**src/rtl/ext_irq_ctrl_pkg.sv**
```systemverilog
// Shared encodings for the external interrupt controller: channel mode
// values, the service FSM state type and the per-channel event function.
package ext_irq_pkg;

  localparam logic [1:0] MODE_RISE  = 2'b00;
  localparam logic [1:0] MODE_FALL  = 2'b01;
  localparam logic [1:0] MODE_BOTH  = 2'b10;
  localparam logic [1:0] MODE_LEVEL = 2'b11;

  typedef enum logic {
    ST_IDLE    = 1'b0,
    ST_SERVICE = 1'b1
  } irq_state_e;

  // Event for one channel given its filtered level now and one cycle ago.
  function automatic logic edge_event(input logic [1:0] mode,
                                      input logic       cur,
                                      input logic       prev);
    case (mode)
      MODE_RISE: return cur & ~prev;
      MODE_FALL: return ~cur & prev;
      MODE_BOTH: return cur ^ prev;
      default:   return cur;
    endcase
  endfunction

endpackage

```
**src/rtl/ext_irq_ctrl_debounce.sv**
```systemverilog
// Single-channel front end: two-flop synchroniser, debounce counter and
// filtered level. The level only changes after DEBOUNCE_CYCLES consecutive
// synced samples that disagree with it.
module irq_debounce #(
  parameter int DEBOUNCE_CYCLES = 16
) (
  input  logic clk,
  input  logic rst_n,
  input  logic raw,
  output logic level
);

  localparam int CW = $clog2(DEBOUNCE_CYCLES + 1);
  localparam logic [CW-1:0] TC = CW'(DEBOUNCE_CYCLES - 1);

  logic          sync1;
  logic          sync2;
  logic [CW-1:0] cnt;

  // Metastability synchroniser for the asynchronous board input.
  always_ff @(posedge clk or negedge rst_n) begin
    if (!rst_n) begin
      sync1 <= 1'b0;
      sync2 <= 1'b0;
    end else begin
      sync1 <= raw;
      sync2 <= sync1;
    end
  end

  // Count disagreeing samples; any agreement restarts the count.
  always_ff @(posedge clk or negedge rst_n) begin
    if (!rst_n) begin
      cnt   <= '0;
      level <= 1'b0;
    end else if (sync2 == level) begin
      cnt <= '0;
    end else if (cnt == TC) begin
      level <= ~level;
      cnt   <= '0;
    end else begin
      cnt <= cnt + CW'(1);
    end
  end

endmodule

```
**src/rtl/ext_irq_ctrl.sv**
```systemverilog
// External interrupt front end: per-channel debounce, edge/level event
// detection, pending latch, lowest-index priority and claim/complete FSM.
// Optional macro EXT_IRQ_CTRL_OVF_EN adds the sticky per-channel ovf_o flags.
//
// state      | meaning
// ST_IDLE    | irq_o follows enabled pending bits, claim_i is accepted
// ST_SERVICE | a claim is outstanding, irq_o held low until complete_i
module ext_irq_ctrl
  import ext_irq_pkg::*;
#(
  parameter int CHANNELS        = 4,
  parameter int DEBOUNCE_CYCLES = 16,
  parameter int ID_W            = (CHANNELS > 1) ? $clog2(CHANNELS) : 1
) (
  input  logic                  CLK100MHZ,
  input  logic                  CPU_RESETN,
  input  logic [CHANNELS-1:0]   irq_in,
  input  logic [2*CHANNELS-1:0] mode_i,
  input  logic [CHANNELS-1:0]   enable_i,
  output logic                  irq_o,
  input  logic                  claim_i,
  output logic                  claim_valid_o,
  output logic [ID_W-1:0]       claim_id_o,
  input  logic                  complete_i,
  output logic [CHANNELS-1:0]   pending_o
`ifdef EXT_IRQ_CTRL_OVF_EN
  ,
  output logic [CHANNELS-1:0]   ovf_o
`endif
);

  logic [1:0]          rst_pipe;
  logic                rst_n;
  logic [CHANNELS-1:0] level;
  logic [CHANNELS-1:0] level_d;
  logic [CHANNELS-1:0] evt_q;
  logic [CHANNELS-1:0] pending;
  logic [CHANNELS-1:0] active;
  logic [CHANNELS-1:0] clr;
  logic [ID_W-1:0]     winner;
  irq_state_e          state;
  irq_state_e          state_nxt;
  logic                irq;
  logic                accept;
  logic                spurious;

  // Reset asserts immediately and releases two clocks after CPU_RESETN rises.
  always_ff @(posedge CLK100MHZ or negedge CPU_RESETN) begin
    if (!CPU_RESETN) rst_pipe <= '0;
    else             rst_pipe <= {rst_pipe[0], 1'b1};
  end
  assign rst_n = rst_pipe[1];

  for (genvar g = 0; g < CHANNELS; g++) begin : g_deb
    irq_debounce #(.DEBOUNCE_CYCLES(DEBOUNCE_CYCLES)) u_deb (
      .clk   (CLK100MHZ),
      .rst_n (rst_n),
      .raw   (irq_in[g]),
      .level (level[g])
    );
  end

  // Registered event detection against the delayed filtered level.
  always_ff @(posedge CLK100MHZ or negedge rst_n) begin
    if (!rst_n) begin
      level_d <= '0;
      evt_q   <= '0;
    end else begin
      level_d <= level;
      for (int i = 0; i < CHANNELS; i++)
        evt_q[i] <= edge_event(mode_i[2*i +: 2], level[i], level_d[i]);
    end
  end

  assign active = pending & enable_i;

  // Lowest enabled pending index wins.
  always_comb begin
    winner = '0;
    for (int i = CHANNELS - 1; i >= 0; i--)
      if (active[i]) winner = ID_W'(i);
  end

  // Next state, request output and claim decode.
  always_comb begin
    state_nxt = state;
    irq       = 1'b0;
    accept    = 1'b0;
    spurious  = 1'b0;
    case (state)
      ST_IDLE: begin
        irq = |active;
        if (claim_i) begin
          if (irq) begin
            accept    = 1'b1;
            state_nxt = ST_SERVICE;
          end else begin
            spurious = 1'b1;
          end
        end
      end
      ST_SERVICE: if (complete_i) state_nxt = ST_IDLE;
      default:    state_nxt = ST_IDLE;
    endcase
  end

  // Claim clears only the winning bit.
  always_comb begin
    clr = '0;
    if (accept) clr[winner] = 1'b1;
  end

  // State register, pending latch (set wins over clear) and claim outputs.
  always_ff @(posedge CLK100MHZ or negedge rst_n) begin
    if (!rst_n) begin
      state         <= ST_IDLE;
      pending       <= '0;
      claim_valid_o <= 1'b0;
      claim_id_o    <= '0;
    end else begin
      state         <= state_nxt;
      pending       <= (pending & ~clr) | (evt_q & enable_i);
      claim_valid_o <= accept | spurious;
      if (accept)        claim_id_o <= winner;
      else if (spurious) claim_id_o <= '0;
    end
  end

  assign irq_o     = irq;
  assign pending_o = pending;

`ifdef EXT_IRQ_CTRL_OVF_EN
  logic [CHANNELS-1:0] ovf_set;
  logic [CHANNELS-1:0] ovf_ret;

  // Overflow: enabled edge event landing on an already pending bit.
  always_comb begin
    ovf_set = '0;
    ovf_ret = '0;
    for (int i = 0; i < CHANNELS; i++)
      ovf_set[i] = evt_q[i] & enable_i[i] & pending[i] &
                   (mode_i[2*i +: 2] != MODE_LEVEL);
    if (state == ST_SERVICE && complete_i) ovf_ret[claim_id_o] = 1'b1;
  end

  // Sticky flags, retired with the claim they belong to.
  always_ff @(posedge CLK100MHZ or negedge rst_n) begin
    if (!rst_n) ovf_o <= '0;
    else        ovf_o <= (ovf_o & ~ovf_ret) | ovf_set;
  end
`endif

endmodule

```
**config.mk**
```make
export PLATFORM = sky130hd
export DESIGN_NAME = ext_irq_ctrl
export DESIGN_NICKNAME = d
export VERILOG_FILES = /design/src/rtl/ext_irq_ctrl_pkg.sv /design/src/rtl/ext_irq_ctrl_debounce.sv /design/src/rtl/ext_irq_ctrl.sv
export SDC_FILE = /design/constraint.sdc
export NUM_CORES = 1
export LEC_CHECK = 0
export CAP_MARGIN = 15
export CORE_MARGIN = 10
export CORE_UTILIZATION = 57
export CTS_CLUSTER_SIZE = 28
export DETAILED_ROUTE_END_ITERATION = 12
export GPL_TIMING_DRIVEN = 0
export PLACE_DENSITY_LB_ADDON = 0.05
export SLEW_MARGIN = 10
export SYNTH_ARGS = -nofsm -noshare
export SYNTH_HDL_FRONTEND = slang
export SYNTH_SLANG_ARGS = --single-unit
```
**constraint.sdc**
```tcl
create_clock -name CLK100MHZ -period 2.39 [get_ports CLK100MHZ]
set_input_delay 0.478 -clock CLK100MHZ [delete_from_list [all_inputs] [get_ports CLK100MHZ]]
set_output_delay 0.478 -clock CLK100MHZ [all_outputs]
set_load 0.005 [all_outputs]
```
==> impl_results.md <==
* Pins Over Slew Limit at 0
* Synth Register Bits at 50
* Synthesized Nets at 192
* Uppermost routed layer: met4
* Core Util, Final at 72.9%
* # diodes at 0
* CTS max path bufs at 2
* Starting Density at 60.0%
* Die Wd at 79.7 um
* Sequential-to-total area share from yosys stat at 61.5%
* Worst Setup Start Kind: register
* Worst skew pair latency at 0.37 ns
* Global-route wire length before repair at 5870 um
* Max Cap Viol at 0
* RR Endpoint: evt_q[2]
* DR pass1 iterations at 4
* Crit end category: output port
* Share of cells above drive strength 1 at 11.2%
* RSZ-0062 raised after global routing: false
* CTS tree: yes
* WL met2 at 1580 um
* Global route overflow at 0
* Clk root buf: clkbuf_4
* Initial antenna violation count at 0
* Total leakage power at 1.25 nW
* # rows at 21
* Worst VDD drop at 479 uV
* Via/cell ratio at 5.07
* Post-Synthesis Cells at 160
* CP required at 1.91 ns
* Library cells used by synthesis at 22
* Routed wl met3 at 243 um
* Clock skew at 0.0200 ns
* Tmin final at 2.23 ns
* Pwr dens at 601 mW/mm^2
* Global placer's final weighted congestion at 0.801
* Fmax at 448 MHz
* Synth Area per Inst at 12.7 sq um
* H-Tree Depth at 2
* WS Path Type: reg -> out
* Fin. Hold Viols at 0
* Detailed-route via count at 1233
* Flop-to-flop setup slack at 1.03 ns
* Initial drt markers at 64
* Post-CTS Hold Buffers at 0
* Die area at 0.00636 sq mm
* Critical path data arrival time at 1.75 ns
* Reg2reg start: g_deb[2].u_deb.level
* Wire per inst at 13.7 um
* Setup Viol. Count Final at 0
* Final Power at 1.49 mW
* Hold Worst Slack at 0.181 ns
* IO Pins at 28
* Total Wirelength at 3330 um
* Synth-to-Final Area Change at 21.5%
* Layout net count at 228
* Status: complete, no violations
* Die Ht at 79.7 um
* Core Footprint at 0.00339 sq mm
* ANT nets after route at 0
* Port buffer count at 27
* Mapped cell area at 0.00203 sq mm
* Number of global-route vias before repair at 1353
* DRT met1 WL at 1460 um
* Final HPWL DP at 2650 um
* Clock edge transition at the registers on the reported setup and hold paths at 0.15 ns
* Pin count of the biggest net entering global routing at 35
* Warnings, synthesis at 0
* Worst hold path type: reg -> async
* Period utilization at 93.4%
* DRC Markers at 0
* CTS sink count at 50
* Worst Path Max Fanout at 4
* All-Layer GR Usage at 11.7%
* R2R cell count at 3
* TritonCTS Buffers at 5
-- through the flow --
stage / worst slack, ns / cells / setup TNS (ns) / instance area (sq um)
after global placement: -0.127 / 233 / -0.127 / 2360
after detailed placement: -0.149 / 234 / -0.149 / 2380
final: 0.158 / 243 / 0 / 2470
after floorplan: 0.895 / 160 / 0 / 2030
after CTS: 0.136 / 243 / 0 / 2470
after global routing: 0.0211 / 243 / 0 / 2470
-- worst max-delay path, stage by stage, from the launching register on --
cell,delay [ns]
dfrtp_1,0.43
a22o_1,0.16
and2b_2,0.22
nor2_1,0.09
clkdlybuf4s50_1,0.51
-- power breakdown --
| part | total [mW] | internal [mW] | leakage, nW | switching (mW) |
|---|---|---|---|---|
| Clock | 0.496 | 0.226 | 0.0458 | 0.270 |
| Sequential | 0.895 | 0.872 | 0.662 | 0.0224 |
| Combinational | 0.0956 | 0.0523 | 0.540 | 0.0433 |
-- layout make-up --
| type | count | area (sq um) |
|---|---|---|
| Clock buffer | 5 | 37.5 |
| Clock inverter | 3 | 47.5 |
| Fill cell | 217 | 918 |
| Inverter | 18 | 67.6 |
| Multi-Input combinational cell | 92 | 716 |
| Sequential cell | 50 | 1250 |
| Tap cell | 46 | 57.6 |
| Timing Repair Buffer | 29 | 293 |
-- flip-flops by register name, summed over array words and instances, names as in the netlist, 2 cells and up --
name,flops
evt_q,4
pending_o,4
rst_pipe,2
g_deb.u_deb.cnt,20
claim_id_o,2
g_deb.u_deb.level,4
g_deb.u_deb.sync2,4
g_deb.u_deb.sync1,4
level_d,4
-- worst max-delay path by stage --
stage | end | depth (start not counted) | startpoint
after floorplan | claim_id_o[0] | 0 | rst_pipe[1]
after global placement | irq_o | 5 | enable_i[1]
after detailed placement | irq_o | 5 | enable_i[1]
after CTS | irq_o | 4 | pending_o[0]
after global routing | irq_o | 4 | pending_o[1]
final | irq_o | 4 | pending_o[0]
-- logic make-up after synthesis --
group | Yosys count | share of synthesized area, %
buffers and inverters | 18 | 3.32
AOI/OAI and AO/OA | 14 | 4.86
DFF | 50 | 61.5
and+or+nand+nor | 45 | 10.9
other | 1 | 0.184
muxes | 8 | 6.64
xor gates and xnor gates | 12 | 5.17
adders and majority gates | 12 | 7.38
-- metal layers --
layer	global-route usage (%)	up-vias
met3	4.05	5
li1	-	600
met2	19.4	37
met1	13.2	591
met4	5.28	0
met5	0	-
-- cells in the final DEF (no fill, tap or decap), types with 2 or more instances in the layout --
master           synthesis  routed
o21ai_0                  5       5
and3_1                   4       4
xor2_1                  12      12
nand3_1                  9       9
dfrtp_1                 50      49
inv_1                   18      18
clkdlybuf4s50_1          0      23
ha_1                    12      12
nor2_1                  16      16
and2_1                   5       5
mux2_2                   4       4
a22o_1                   3       3
mux4_2                   4       4
dlygate4sd2_1            0       4
clkbuf_4                 0       5
nand2_1                  8       8
o31ai_1                  2       2
-- cell usage after synthesis, drive strengths merged --
cell type	number	share of area, %
o21ai	5	1.2
o22ai	1	0.31
nand4b	1	0.43
conb	1	0.18
nand3	9	2.2
mux2	4	2.2
nand2b	1	0.68
and2b	1	0.43
and2	5	1.5
ha	12	7.4
a22o	4	1.8
xor2	12	5.2
inv	18	3.3
dfrtp	50	62
nor2	16	3.0
and3	4	1.2
a22oi	1	0.37
mux4	4	4.4
nand2	8	1.5
o31ai	2	0.74
a32oi	1	0.43
-- what timing repair did --
| action | 4_1_cts | 5_1_grt |
|---|---|---|
| resized for setup | 4 | 0 |
| endpoints found under the setup margin | 1 | 0 |
| buffers inserted | 1 | 0 |
Power figures use the tool's default switching activity.
